--- config.mk ---
export PLATFORM = sky130hd
export DESIGN_NAME = lzd_normalizer
export DESIGN_NICKNAME = d
export VERILOG_FILES = /design/src/rtl/lzd_normalizer.sv
export SDC_FILE = /design/constraint.sdc
export NUM_CORES = 1
export LEC_CHECK = 0
export ABC_AREA = 1
export CAP_MARGIN = 15
export CORE_ASPECT_RATIO = 1.5
export CORE_MARGIN = 2
export CORE_UTILIZATION = 50
export DETAILED_ROUTE_END_ITERATION = 10
export PLACE_DENSITY = 0.87
export SYNTH_ARGS = -nofsm -noshare
export SYNTH_HDL_FRONTEND = slang
export SYNTH_SLANG_ARGS = --single-unit
--- constraint.sdc ---
create_clock -name clk -period 2.21 [get_ports clk]
set_input_delay 0.221 -clock clk [delete_from_list [all_inputs] [get_ports clk]]
set_output_delay 0.221 -clock clk [all_outputs]
set_load 0.01 [all_outputs]
--- src/rtl/lzd_normalizer.sv ---
// Leading-one detector and left normaliser for URNG samples: two-stage
// valid/ready pipeline producing exponent/fraction plus a zero-sample counter.
module lzd_normalizer #(
  parameter int DATA_W = 32,
  parameter int EXP_W  = 5,
  parameter int CNT_W  = 16
) (
  input  logic              clk,
  input  logic              rst,
  input  logic              in_valid,
  output logic              in_ready,
  input  logic [DATA_W-1:0] in_data,
  output logic              out_valid,
  input  logic              out_ready,
  output logic [EXP_W-1:0]  out_exp,
  output logic [DATA_W-2:0] out_frac,
  output logic              out_zero,
  output logic [CNT_W-1:0]  zero_cnt,
  input  logic              zero_cnt_clr
);

  // MSB-first priority encode: ascending scan, so the highest set bit wins.
  function automatic logic [EXP_W-1:0] lead_one(input logic [DATA_W-1:0] d);
    lead_one = '0;
    for (int i = 0; i < DATA_W; i++) begin
      if (d[i]) lead_one = i[EXP_W-1:0];
    end
  endfunction

  // Shift the leading one to the MSB and drop it (the implicit 1 of 1.frac).
  function automatic logic [DATA_W-2:0] normalize(input logic [DATA_W-1:0] d,
                                                  input logic [EXP_W-1:0]  idx);
    logic [EXP_W-1:0]  sh;
    logic [DATA_W-1:0] w;
    sh = EXP_W'(DATA_W - 1) - idx;
    w  = d << sh;
    normalize = w[DATA_W-2:0];
  endfunction

  function automatic logic [CNT_W-1:0] sat_inc(input logic [CNT_W-1:0] c);
    sat_inc = (&c) ? c : c + CNT_W'(1);
  endfunction

  logic              vld_p1;
  logic [DATA_W-1:0] data_p1;
  logic [EXP_W-1:0]  idx_p1;
  logic              nz_p1;

  logic              vld_p2;
  logic [EXP_W-1:0]  exp_p2;
  logic [DATA_W-2:0] frac_p2;
  logic              zero_p2;
  logic [CNT_W-1:0]  cnt_q;

  logic s1_adv;
  logic s2_adv;
  logic in_fire;
  logic out_fire;

  assign s2_adv   = !vld_p2 || out_ready;
  assign s1_adv   = !vld_p1 || s2_adv;
  assign in_ready = s1_adv;
  assign in_fire  = in_valid && s1_adv;
  assign out_fire = vld_p2 && out_ready;

  // ---- stage 1: capture sample, priority encode ----
  always_ff @(posedge clk) begin
    if (rst) begin
      vld_p1 <= 1'b0;
    end else if (s1_adv) begin
      vld_p1 <= in_valid;
    end
  end

  always_ff @(posedge clk) begin
    if (in_fire) begin
      data_p1 <= in_data;
      idx_p1  <= lead_one(in_data);
      nz_p1   <= |in_data;
    end
  end

  // ---- stage 2: normalise into the output register ----
  always_ff @(posedge clk) begin
    if (rst) begin
      vld_p2  <= 1'b0;
      exp_p2  <= '0;
      frac_p2 <= '0;
      zero_p2 <= 1'b0;
    end else if (s2_adv) begin
      vld_p2 <= vld_p1;
      if (vld_p1) begin
        exp_p2  <= idx_p1;
        frac_p2 <= normalize(data_p1, idx_p1);
        zero_p2 <= ~nz_p1;
      end
    end
  end

  // ---- output side: zero-sample counter, clear beats increment ----
  always_ff @(posedge clk) begin
    if (rst || zero_cnt_clr) begin
      cnt_q <= '0;
    end else if (out_fire && zero_p2) begin
      cnt_q <= sat_inc(cnt_q);
    end
  end

  assign out_valid = vld_p2;
  assign out_exp   = exp_p2;
  assign out_frac  = frac_p2;
  assign out_zero  = zero_p2;
  assign zero_cnt  = cnt_q;

endmodule

==> metrics.txt, run 1 <==
# TYPE chip_impl_metric gauge
chip_impl_metric{name="initial_core_util",unit=""} 0.5127
chip_impl_metric{name="floorplan.io_pins",unit=""} 92
chip_impl_metric{name="synth_edf_count",unit=""} 37
chip_impl_metric{name="dpl.hpwl",unit="mm"} 9.589
chip_impl_metric{name="globalRouteTotalUtil",unit=""} 0.2349
chip_impl_metric{name="grt_pass1_wl",unit="mm"} 20.53
chip_impl_info{name="whs_endpoint",value="data_p1[3]$_DFFE_PP_"} 1
chip_impl_metric{name="clk_path_buf_depth",unit=""} 2
chip_impl_metric{name="syn-mean-instance-area",unit="um^2"} 7.241
chip_impl_info{name="crit-reg2reg-capture",value="zero_cnt[14]$_SDFFE_PP0P_"} 1
chip_impl_metric{name="htreeDepth",unit=""} 3
chip_impl_metric{name="number_of_port_buffers",unit=""} 91
chip_impl_metric{name="grt_pass1_vias",unit=""} 4618
chip_impl_info{name="ys_dominant_reg_cell",value="dfxtp_1"} 1
chip_impl_metric{name="yosysWarningCount",unit=""} 0
chip_impl_metric{name="critical_path_peak_fanout",unit=""} 6
chip_impl_metric{name="required",unit="ns"} 2.44
chip_impl_metric{name="floorplan.core_area",unit="mm^2"} 0.009689
chip_impl_metric{name="routed_vias_inst",unit=""} 5.417
chip_impl_metric{name="rows",unit=""} 44
chip_impl_metric{name="worst_hold_margin",unit="ns"} 0.1609
chip_impl_metric{name="synth_sequential_area_ratio",unit=""} 0.4453
chip_impl_metric{name="global_route.overflow_total",unit=""} 0
chip_impl_metric{name="finalMaxSlewViolations",unit=""} 0
chip_impl_info{name="post_synth_main_area_contributors",value="edfxtp_1, dfxtp_1, nand2_1"} 1
chip_impl_metric{name="share_comb_of_total_power",unit=""} 0.155
chip_impl_metric{name="numCtsBuffers",unit=""} 9
chip_impl_metric{name="synth_cells",unit=""} 686
chip_impl_metric{name="worst_setup_hold_path_clk_slew",unit="ns"} 0.07
chip_impl_metric{name="worstMarginPinSlew",unit="ns"} 0.4963
chip_impl_metric{name="synth_cell_types",unit=""} 41
chip_impl_metric{name="number_of_iterations_in_the_first_detailed_routing_pass",unit=""} 4
chip_impl_metric{name="n_antenna_cell",unit=""} 0
chip_impl_metric{name="timing.hold.worst_path_depth",unit=""} 1
chip_impl_metric{name="post-route-cell-area",unit="mm^2"} 0.006539
chip_impl_info{name="grt_setup_unrepaired",value="true"} 1
chip_impl_info{name="timing.hold.worst.class",value="primary input to flop"} 1
chip_impl_metric{name="worst-r2r-setup-slack",unit="ns"} 0.12
chip_impl_metric{name="number_of_violations_of_the_max_capacitance_limit",unit=""} 0
chip_impl_metric{name="synth_largest_type_area_fraction",unit=""} 0.2237
chip_impl_metric{name="antenna_left",unit=""} 0
chip_impl_metric{name="grt_antenna_before_repair",unit=""} 0
chip_impl_metric{name="clkSinkCount",unit=""} 92
chip_impl_metric{name="proportion_of_power_drawn_by_flip_flops_and_latches",unit=""} 0.447
chip_impl_info{name="worst_min_path_start",value="in_data[3]"} 1
chip_impl_metric{name="die_h",unit="um"} 126.1
chip_impl_metric{name="switching_share",unit=""} 0.2493
chip_impl_metric{name="routed_wl",unit="mm"} 12.89
chip_impl_metric{name="reg2reg_depth",unit=""} 14
chip_impl_metric{name="vias",unit=""} 4897
chip_impl_metric{name="static-leakage-power",unit="nW"} 2.677
chip_impl_metric{name="floorplan.die_area",unit="mm^2"} 0.01076
chip_impl_metric{name="synthesis.area",unit="mm^2"} 0.004967
chip_impl_info{name="reg2reg_from",value="zero_cnt[6]$_SDFFE_PP0P_"} 1
chip_impl_metric{name="pwr_density_cell",unit="mW/mm^2"} 645.4
chip_impl_metric{name="final-setup-viol-count",unit=""} 0
chip_impl_metric{name="min_period",unit="ns"} 2.086
chip_impl_metric{name="relSlewSlack",unit=""} 0.6666
chip_impl_metric{name="nNetsFinal",unit=""} 822
chip_impl_metric{name="mappedNetlistNets",unit=""} 724
chip_impl_metric{name="final.period_utilization",unit=""} 0.9437
chip_impl_metric{name="finalClockSkew",unit="ns"} 0.009159
chip_impl_metric{name="finalNonFillerCells",unit=""} 904
chip_impl_metric{name="place.detailed.instances",unit=""} 878
chip_impl_metric{name="worstSkewPairLatency",unit="ns"} 0.35
chip_impl_metric{name="fmax",unit="GHz"} 0.4795
chip_impl_info{name="synth_top_cell_by_area",value="edfxtp_1"} 1
chip_impl_metric{name="synthToLayoutAreaGrowth",unit="%"} 31.64
chip_impl_metric{name="placed_area",unit="mm^2"} 0.006057
chip_impl_metric{name="worst-endpoint-arrival",unit="ns"} 2.32
chip_impl_info{name="startpoint_type",value="flop"} 1
chip_impl_metric{name="gpl.final_weighted_congestion",unit=""} 0.8942
chip_impl_metric{name="post_route_drc_violation_count",unit=""} 0
chip_impl_info{name="cts_tree",value="done"} 1
chip_impl_metric{name="power.share.clock",unit=""} 0.398
chip_impl_info{name="cts-root-buf",value="clkbuf_16"} 1
chip_impl_metric{name="timing.setup.tns",unit="ns"} 0
chip_impl_metric{name="vdd_ir_drop_max",unit="V"} 0.0004943
chip_impl_metric{name="floorplan.die.width",unit="um"} 85.38
chip_impl_info{name="synth.top_cells.by_count",value="nand2_1, dfxtp_1, inv_1, o21ai_1, a21oi_1"} 1
chip_impl_metric{name="ys_seq_elements",unit=""} 92
chip_impl_metric{name="detail_route.iter0.violations",unit=""} 260
chip_impl_metric{name="synth_async_sr_flop_share",unit=""} 0
chip_impl_info{name="timing_worst_setup_path_type",value="flop to flop"} 1
chip_impl_metric{name="final_number_of_hold_violating_endpoints",unit=""} 0
chip_impl_metric{name="post_drt_wl_per_cell",unit="um"} 14.25
chip_impl_metric{name="grt_start_max_net_pins",unit=""} 38
chip_impl_metric{name="switching_power",unit="mW"} 1.052
chip_impl_metric{name="final_layout_size_suffix_gt1_frac",unit=""} 0.09886
chip_impl_info{name="synth.most_common_cell",value="nand2_1"} 1
chip_impl_info{name="endpoint_kind",value="flop"} 1
chip_impl_info{name="run_status",value="complete, no violations"} 1
chip_impl_metric{name="internal_power",unit="mW"} 3.168
chip_impl_metric{name="filler_cell_count",unit=""} 778
## critical path: stages, from the launching register on
cell      delay (ns)
dfxtp_1         0.43
clkinv_2        0.11
nor3_1          0.45
nand4_4         0.15
nand2_4         0.13
buf_4           0.13
nor4_2          0.04
inv_1           0.05
nor2_1          0.05
inv_2           0.06
nor2_2          0.05
nand3_2         0.09
nor2_2          0.05
o21ai_1         0.12
a21oi_1         0.05
## power groups by stage
stage	Clock, mW	Sequential, mW	Combinational, mW
CTS	1.69	1.89	0.650
finish	1.68	1.89	0.653
detailed placement	0	1.93	0.646
global placement	0	1.92	0.634
floorplan	0	1.93	0.358
global route	1.76	1.90	0.722
## how the worst max path moves through the flow
stage                        startpoint                   endpoint  slack [ns]  cells past startpoint
2_1_floorplan  zero_cnt[1]$_SDFFE_PP0P_  zero_cnt[15]$_SDFFE_PP0P_        0.35                     14
4_1_cts        zero_cnt[1]$_SDFFE_PP0P_  zero_cnt[11]$_SDFFE_PP0P_        0.07                     13
3_5_place_dp                 in_data[2]    idx_p1[0]$_SDFFCE_PP1P_       -0.13                     30
6_report       zero_cnt[6]$_SDFFE_PP0P_  zero_cnt[14]$_SDFFE_PP0P_        0.12                     14
5_1_grt        zero_cnt[6]$_SDFFE_PP0P_  zero_cnt[15]$_SDFFE_PP0P_       -0.04                     13
3_3_place_gp                 in_data[2]    idx_p1[0]$_SDFFCE_PP1P_       -0.13                     30
## timing repair
action                     4_1_cts  5_1_grt
resized for setup                0       17
setup buffers                    0       10
setup endpoints to repair        0        5
hold buffers                     0        0
## cells in the final DEF (no fill, tap or decap), types with 3 or more instances in the layout
master and n:
nor2_2 3, nand2_1 216, o21bai_1 6, inv_2 12
nand3_1 39, o211ai_1 6, or2_1 4, o21ai_0 28
inv_1 53, nor2_1 41, nor3_1 5, a31oi_1 8
dfxtp_1 53, buf_4 27, a21oi_1 46, clkdlybuf4s50_1 89
nand3_2 3, clkbuf_16 11, o21ai_1 50, a22oi_1 4
edfxtp_1 37, mux2i_1 11
## logic make-up (layout without fill, tap and decap cells)
| group | Yosys count | in the layout | share of synthesized area |
|---|---|---|---|
| AOI/OAI and AO/OA | 154 | 154 | 0.1690 |
| xor gates and xnor gates | 1 | 1 | 0.001764 |
| adders and majority gates | 1 | 1 | 0.002518 |
| buffers and inverters | 102 | 205 | 0.07909 |
| DFF | 92 | 92 | 0.4453 |
| muxes | 11 | 11 | 0.02217 |
| and+or+nand+nor | 325 | 325 | 0.2801 |
## state kept, by name, summed over array words and instances (netlist names)
name / cells
data_p1: 31
idx_p1: 5
nz_p1: 1
out_exp: 5
out_frac: 31
out_valid: 1
out_zero: 1
vld_p1: 1
zero_cnt: 16
## per-layer routing
layer  vias up  track usage  share of wire
met1      2271       0.2526           0.39
met5         -            0              0
met4         0      0.09991          0.030
li1       2472            -              -
met2       130       0.4435           0.54
met3        24      0.03670          0.041
## area by class of cell
type | instances | area [um^2] | share of cell area
multi-input combinational | 492 | 2414 | 0.3691
inverter | 69 | 262.8 | 0.04018
timing repair buffer | 120 | 1159 | 0.1772
clock buffer | 12 | 289.0 | 0.04420
tap | 115 | 143.9 | 0.02201
sequential | 92 | 2220 | 0.3395
clock inverter | 4 | 51.30 | 0.007845
## stage by stage
step	total power, mW	util	setup slack (ns)
global placement	2.555	0.6251	-0.1326
CTS	4.233	0.6603	0.06745
detailed placement	2.571	0.6251	-0.1255
finish	4.220	0.6748	0.1245
floorplan	2.292	-	0.3475
global route	4.377	0.6748	-0.04208
Power figures use the tool's default switching activity.
==> run 2, diff against run 1 <==
--- a/config.mk
+++ b/config.mk
@@ -11,6 +11,7 @@
 export CORE_MARGIN = 2
 export CORE_UTILIZATION = 50
 export DETAILED_ROUTE_END_ITERATION = 10
+export GPL_TIMING_DRIVEN = 0
 export PLACE_DENSITY = 0.87
 export SYNTH_ARGS = -nofsm -noshare
 export SYNTH_HDL_FRONTEND = slang
==> metrics.txt, run 2 (synthesized netlist as in run 1, its figures left out) <==
# TYPE chip_impl_metric gauge
chip_impl_metric{name="final.period_utilization",unit=""} 0.9516
chip_impl_info{name="layout.cells.most_common_list",value="nand2_1, clkdlybuf4s50_1, inv_1, dfxtp_1, o21ai_1"} 1
chip_impl_metric{name="globalRouteTotalUtil",unit=""} 0.2647
chip_impl_metric{name="n_antenna_cell",unit=""} 0
chip_impl_info{name="critical-path-slowest-cell",value="dfxtp_4"} 1
chip_impl_metric{name="fmax",unit="GHz"} 0.4755
chip_impl_metric{name="worst_slack",unit="ns"} 0.1070
chip_impl_metric{name="final-setup-viol-count",unit=""} 0
chip_impl_metric{name="grt_start_max_net_pins",unit=""} 27
chip_impl_metric{name="global_route.overflow_total",unit=""} 0
chip_impl_metric{name="routed_vias_inst",unit=""} 5.405
chip_impl_metric{name="cts_hold_buf",unit=""} 0
chip_impl_info{name="timing_worst_setup_path_type",value="flop to flop"} 1
chip_impl_metric{name="clkSinkCount",unit=""} 92
chip_impl_metric{name="clk_path_buf_depth",unit=""} 2
chip_impl_metric{name="grt_pass1_vias",unit=""} 4837
chip_impl_metric{name="relSlewSlack",unit=""} 0.6200
chip_impl_metric{name="number_of_port_buffers",unit=""} 91
chip_impl_metric{name="worst_setup_hold_path_clk_slew",unit="ns"} 0.07
chip_impl_metric{name="numCtsBuffers",unit=""} 9
chip_impl_metric{name="preCtsSetupSlack",unit="ns"} -0.2747
chip_impl_metric{name="gpl.final_weighted_congestion",unit=""} 0.9329
chip_impl_metric{name="min_period",unit="ns"} 2.103
chip_impl_metric{name="floorplan.die.width",unit="um"} 85.38
chip_impl_metric{name="nNetsFinal",unit=""} 832
chip_impl_metric{name="number_of_violations_of_the_max_capacitance_limit",unit=""} 0
chip_impl_metric{name="share_comb_of_total_power",unit=""} 0.171
chip_impl_metric{name="place.detailed.instances",unit=""} 893
chip_impl_metric{name="htreeDepth",unit=""} 3
chip_impl_metric{name="grt_antenna_before_repair",unit=""} 0
chip_impl_metric{name="final_number_of_hold_violating_endpoints",unit=""} 0
chip_impl_metric{name="vdd_ir_drop_max",unit="V"} 0.0004860
chip_impl_metric{name="floorplan.core_area",unit="mm^2"} 0.009689
chip_impl_metric{name="number_of_iterations_in_the_first_detailed_routing_pass",unit=""} 5
chip_impl_metric{name="worst_hold_margin",unit="ns"} 0.1369
chip_impl_metric{name="timing.critical_path.slowest_cell_delay",unit="ns"} 0.36
chip_impl_info{name="startpoint_type",value="flop"} 1
chip_impl_metric{name="vias",unit=""} 4940
chip_impl_metric{name="pwr_density_cell",unit="mW/mm^2"} 621.9
chip_impl_metric{name="final_layout_size_suffix_gt1_frac",unit=""} 0.08135
chip_impl_metric{name="worst-endpoint-arrival",unit="ns"} 2.38
chip_impl_info{name="run_status",value="complete, no violations"} 1
chip_impl_metric{name="rows",unit=""} 44
chip_impl_metric{name="placed_area",unit="mm^2"} 0.006050
chip_impl_metric{name="critical_path_peak_fanout",unit=""} 5
chip_impl_metric{name="power.share.clock",unit=""} 0.357
chip_impl_metric{name="routed_wl",unit="mm"} 14.11
chip_impl_metric{name="proportion_of_power_drawn_by_flip_flops_and_latches",unit=""} 0.472
chip_impl_metric{name="post-route-cell-area",unit="mm^2"} 0.006419
chip_impl_metric{name="worstMarginPinSlew",unit="ns"} 0.5694
chip_impl_info{name="critical-path-top-cell-by-count",value="nor2_2"} 1
chip_impl_metric{name="required",unit="ns"} 2.48
chip_impl_metric{name="internal_power",unit="mW"} 2.894
chip_impl_metric{name="switching_power",unit="mW"} 1.098
chip_impl_metric{name="finalMaxSlewViolations",unit=""} 0
chip_impl_info{name="cts_tree",value="done"} 1
chip_impl_info{name="worstPathCellList",value="ha_4 > inv_2 > nor2_2 > nand4_2 > nand2_4 > nor2_4 > nand3_4 > nor2_2 > nand3_1 > nor3_2 > nand3_2 > nor3b_2 > o21ai_1 > a21oi_1"} 1
chip_impl_metric{name="post_route_drc_violation_count",unit=""} 0
chip_impl_metric{name="finalClockSkew",unit="ns"} 0.007430
chip_impl_info{name="timing.hold.worst.class",value="primary input to flop"} 1
chip_impl_metric{name="post-route-util",unit=""} 0.6624
chip_impl_metric{name="worstSkewPairLatency",unit="ns"} 0.35
chip_impl_metric{name="finalNonFillerCells",unit=""} 914
chip_impl_metric{name="floorplan.die_area",unit="mm^2"} 0.01076
chip_impl_metric{name="synthToLayoutAreaGrowth",unit="%"} 29.22
chip_impl_metric{name="switching_share",unit=""} 0.2750
chip_impl_metric{name="antenna_left",unit=""} 0
chip_impl_metric{name="die_h",unit="um"} 126.1
chip_impl_metric{name="static-leakage-power",unit="nW"} 2.584
chip_impl_metric{name="initial_core_util",unit=""} 0.5127
chip_impl_metric{name="floorplan.io_pins",unit=""} 92
chip_impl_metric{name="grt_pass1_wl",unit="mm"} 22.65
chip_impl_info{name="endpoint_kind",value="flop"} 1
chip_impl_info{name="grt_setup_unrepaired",value="true"} 1
chip_impl_metric{name="dpl.hpwl",unit="mm"} 11.29
chip_impl_metric{name="post_drt_wl_per_cell",unit="um"} 15.44
chip_impl_info{name="cts-root-buf",value="clkbuf_16"} 1
chip_impl_info{name="layout.cells.most_common",value="nand2_1"} 1
chip_impl_metric{name="detail_route.iter0.violations",unit=""} 324
[run 2: changes by cell type in the layout (fill, tap and decap cells not counted), sizes merged]
cell      change
clkbuf       +25
inv           +3
clkinvlp      -1
buf          -16
bufinv        -1
[run 2: what timing repair did]
item | in CTS | in global routing
setup buffers | 0 | 5
setup endpoints to repair | 1 | 21
pin swaps | 0 | 7
gates resized for setup | 1 | 26
gates cloned | 0 | 0
endpoints found under the hold margin | 0 | 0
[run 2: per-stage QoR]
stage	TNS (ns)	total power, mW
after global placement	-6.701	2.567
after CTS	0	3.988
after global routing	-0.06865	4.136
final	0	3.992
after floorplan	0	2.292
after detailed placement	-3.674	2.587
[run 2: area by class of cell]
| cell class | count | area [um^2] |
|---|---|---|
| Buffer | 33 | 147.6 |
| Clock buffer | 11 | 232.7 |
| Clock inverter | 5 | 35.03 |
| Fill cell | 836 | 3271 |
| Inverter | 69 | 262.8 |
| Multi-Input combinational cell | 492 | 2399 |
| Sequential cell | 92 | 2217 |
| Tap cell | 115 | 143.9 |
| Timing Repair Buffer | 97 | 980.9 |
[run 2: final timing paths]
kind | startpoint | endpoint | slack [ns] | cells past startpoint
worst max-delay path | zero_cnt[0]$_SDFFE_PP0P_ | zero_cnt[15]$_SDFFE_PP0P_ | 0.11 | 14
worst min-delay path | in_data[4] | data_p1[4]$_DFFE_PP_ | 0.14 | 1
worst max register to register | zero_cnt[0]$_SDFFE_PP0P_ | zero_cnt[15]$_SDFFE_PP0P_ | 0.11 | 14
worst min register to register | nz_p1$_DFFE_PP_ | out_zero$_SDFFE_PP0P_ | 0.44 | 1
[run 2: layer usage]
metal	part of all wire	global-route usage	vias up
li1	-	-	2488
met5	0	0	-
met4	0.042	0.1326	0
met3	0.035	0.03604	40
met2	0.55	0.5046	158
met1	0.38	0.2747	2254
[run 2: worst max-delay path, delay by kind of cell, from the launching register on]
kind | cells | cell delay, ns
compound gates | 2 | 0.23
simple gates | 10 | 1.22
flops | 1 | 0.36
buf+inv | 1 | 0.05
fa+ha+maj | 1 | 0.16
[run 2: power by group through the flow]
stage | Sequential, mW | Combinational, mW | Clock, mW
6_report | 1.89 | 0.682 | 1.43
5_1_grt | 1.89 | 0.748 | 1.49
4_1_cts | 1.89 | 0.667 | 1.43
3_5_place_dp | 1.92 | 0.664 | 0
3_3_place_gp | 1.92 | 0.646 | 0
2_1_floorplan | 1.93 | 0.358 | 0
==> run 3, diff against run 2 <==
--- a/config.mk
+++ b/config.mk
@@ -8,11 +8,11 @@
 export ABC_AREA = 1
 export CAP_MARGIN = 15
 export CORE_ASPECT_RATIO = 1.5
-export CORE_MARGIN = 2
-export CORE_UTILIZATION = 50
+export CORE_UTILIZATION = 52
+export CTS_CLUSTER_SIZE = 25
 export DETAILED_ROUTE_END_ITERATION = 10
 export GPL_TIMING_DRIVEN = 0
-export PLACE_DENSITY = 0.87
+export PLACE_DENSITY = 0.9
 export SYNTH_ARGS = -nofsm -noshare
 export SYNTH_HDL_FRONTEND = slang
 export SYNTH_SLANG_ARGS = --single-unit
==> metrics.txt, run 3 (synthesized netlist as in run 1, its figures left out) <==
# TYPE chip_impl_metric gauge
chip_impl_metric{name="globalRouteTotalUtil",unit=""} 0.2922
chip_impl_metric{name="global_route.overflow_total",unit=""} 0
chip_impl_metric{name="vias",unit=""} 5075
chip_impl_metric{name="worstSkewPairLatency",unit="ns"} 0.34
chip_impl_info{name="worst_min_path_start",value="in_data[2]"} 1
chip_impl_metric{name="worst_setup_hold_path_clk_slew",unit="ns"} 0.06
chip_impl_metric{name="finalMaxSlewViolations",unit=""} 0
chip_impl_metric{name="placed_area",unit="mm^2"} 0.006018
chip_impl_metric{name="worst-endpoint-arrival",unit="ns"} 2.52
chip_impl_metric{name="timing.setup.tns",unit="ns"} -0.05547
chip_impl_metric{name="number_of_iterations_in_the_first_detailed_routing_pass",unit=""} 5
chip_impl_info{name="failed_checks",value="setup timing"} 1
chip_impl_info{name="worstPathCellList",value="ha_4 > inv_4 > nor2_4 > nand4_4 > nand2_4 > nor2_4 > nand3_4 > nor2_4 > nand3_2 > nor3_4 > nand3_2 > nor3b_2 > o21ai_1 > a21oi_1"} 1
chip_impl_metric{name="critical_path.n_buffers_inverters",unit=""} 1
chip_impl_info{name="startpoint_type",value="flop"} 1
chip_impl_info{name="critical-path-top-delay-family",value="simple AND/OR/NAND/NOR gates"} 1
chip_impl_metric{name="clk_path_buf_depth",unit=""} 2
chip_impl_metric{name="fmax",unit="GHz"} 0.4468
chip_impl_metric{name="worstMarginPinSlew",unit="ns"} 0.5334
chip_impl_metric{name="floorplan.die_area",unit="mm^2"} 0.009955
chip_impl_info{name="endpoint_kind",value="flop"} 1
chip_impl_info{name="worst_setup_path_startpoint",value="zero_cnt[0]$_SDFFE_PP0P_"} 1
chip_impl_metric{name="cts_hold_buf",unit=""} 0
chip_impl_metric{name="grt_start_max_net_pins",unit=""} 38
chip_impl_info{name="timing_worst_setup_path_type",value="flop to flop"} 1
chip_impl_metric{name="post-route-cell-area",unit="mm^2"} 0.006491
chip_impl_metric{name="number_of_port_buffers",unit=""} 91
chip_impl_metric{name="worst_hold_margin",unit="ns"} 0.1545
chip_impl_metric{name="floorplan.core_area",unit="mm^2"} 0.009254
chip_impl_info{name="run_status",value="finished with violations"} 1
chip_impl_metric{name="routed_vias_inst",unit=""} 5.546
chip_impl_metric{name="initial_core_util",unit=""} 0.5368
chip_impl_metric{name="final_layout_size_suffix_gt1_frac",unit=""} 0.08728
chip_impl_metric{name="post_route_drc_violation_count",unit=""} 0
chip_impl_metric{name="htreeDepth",unit=""} 3
chip_impl_metric{name="final_number_of_hold_violating_endpoints",unit=""} 0
chip_impl_metric{name="totalPowerFinal",unit="mW"} 4.023
chip_impl_metric{name="grt_pass1_wl",unit="mm"} 22.20
chip_impl_info{name="cts_tree",value="done"} 1
chip_impl_metric{name="floorplan.die.width",unit="um"} 81.80
chip_impl_metric{name="critical_path_peak_fanout",unit=""} 5
chip_impl_metric{name="numCtsBuffers",unit=""} 9
chip_impl_metric{name="antenna_left",unit=""} 0
chip_impl_metric{name="synthToLayoutAreaGrowth",unit="%"} 30.68
chip_impl_metric{name="detail_route.iter0.violations",unit=""} 337
chip_impl_metric{name="pwr_density_cell",unit="mW/mm^2"} 619.7
chip_impl_info{name="reg2reg_from",value="zero_cnt[0]$_SDFFE_PP0P_"} 1
chip_impl_metric{name="routed_wl",unit="mm"} 14.24
chip_impl_info{name="cts-root-buf",value="clkbuf_16"} 1
chip_impl_metric{name="grt_antenna_before_repair",unit=""} 1
chip_impl_info{name="layout.cells.most_common_list",value="nand2_1, clkdlybuf4s50_1, inv_1, dfxtp_1, o21ai_1"} 1
chip_impl_metric{name="grt_pass1_vias",unit=""} 4924
chip_impl_metric{name="clkSinkCount",unit=""} 92
chip_impl_metric{name="final-setup-viol-count",unit=""} 2
chip_impl_metric{name="required",unit="ns"} 2.49
chip_impl_metric{name="final.period_utilization",unit=""} 1.013
chip_impl_metric{name="relSlewSlack",unit=""} 0.6444
chip_impl_metric{name="number_of_violations_of_the_max_capacitance_limit",unit=""} 0
chip_impl_metric{name="finalClockSkew",unit="ns"} 0.004154
chip_impl_info{name="layout.cells.most_common",value="nand2_1"} 1
chip_impl_metric{name="post_drt_wl_per_cell",unit="um"} 15.56
chip_impl_info{name="critical-path-slowest-cell",value="dfxtp_2"} 1
chip_impl_metric{name="nNetsFinal",unit=""} 835
chip_impl_metric{name="vdd_ir_drop_max",unit="V"} 0.0005584
chip_impl_metric{name="die_h",unit="um"} 121.7
chip_impl_info{name="timing.hold.worst.class",value="primary input to flop"} 1
chip_impl_metric{name="post-route-util",unit=""} 0.7015
chip_impl_metric{name="timing.critical_path.slowest_cell_delay",unit="ns"} 0.35
chip_impl_info{name="critical-path-top-cell-by-count",value="nor2_4"} 1
chip_impl_metric{name="static-leakage-power",unit="nW"} 2.629
chip_impl_metric{name="filler_cell_count",unit=""} 728
chip_impl_metric{name="min_period",unit="ns"} 2.238
chip_impl_metric{name="floorplan.io_pins",unit=""} 92
chip_impl_metric{name="worst_slack",unit="ns"} -0.02800
chip_impl_metric{name="gpl.final_weighted_congestion",unit=""} 0.9182
chip_impl_metric{name="rows",unit=""} 43
chip_impl_metric{name="dpl.hpwl",unit="mm"} 10.82
[run 3: cell types whose count changed in the layout (fill, tap and decap cells not counted), moves of 2 or more]
cell	delta
nor2_4	+2
dlymetal6s2s_1	+2
inv_4	-2
clkdlybuf4s50_1	-2
o21ai_1	+2
clkbuf_4	-2
clkbuf_1	+2
buf_4	+3
[run 3: cell type report]
| cell class | count | area (um^2) | share of cell area |
|---|---|---|---|
| repair buffers | 100 | 1008 | 0.1554 |
| multi-input cells | 492 | 2436 | 0.3753 |
| flip-flops and latches | 92 | 2217 | 0.3416 |
| inverters | 69 | 262.8 | 0.04048 |
| clock inverters | 3 | 21.27 | 0.003277 |
| diodes | 1 | 2.502 | 0.0003855 |
| plain buffers | 33 | 141.4 | 0.02178 |
| well taps | 112 | 140.1 | 0.02159 |
| clock buffers | 13 | 261.5 | 0.04029 |
[run 3: through the flow]
stage	setup slack, ns	instances
after floorplan	0.3475	686
after global placement	-0.2173	889
after detailed placement	-0.2415	889
after CTS	0.06098	905
after global routing	-0.1309	915
final	-0.02800	915
[run 3: worst paths after layout]
path | to | cells past startpoint | slack, ns
setup reg to reg | zero_cnt[15]$_SDFFE_PP0P_ | 14 | -0.03
hold reg to reg | out_zero$_SDFFE_PP0P_ | 1 | 0.44
hold / removal | data_p1[2]$_DFFE_PP_ | 1 | 0.15
setup / recovery | zero_cnt[15]$_SDFFE_PP0P_ | 14 | -0.03
[run 3: repair_timing]
| action | in CTS | in global routing |
|---|---|---|
| buffers inserted | 0 | 8 |
| gates resized for setup | 0 | 34 |
| setup endpoints to repair | 0 | 23 |
[run 3: routing by layer]
metal | track usage | vias up | wire, um
met5 | 0 | - | 0
met4 | 0.1623 | 0 | 683
met3 | 0.04944 | 54 | 554
met2 | 0.5320 | 192 | 7766
met1 | 0.3071 | 2325 | 5235
li1 | - | 2504 | -
[run 3: power by group]
part / internal [mW] / total, mW / switching, mW
sequential: 1.85 / 1.89 / 0.0411
combinational: 0.276 / 0.672 / 0.396
clock: 0.832 / 1.46 / 0.631
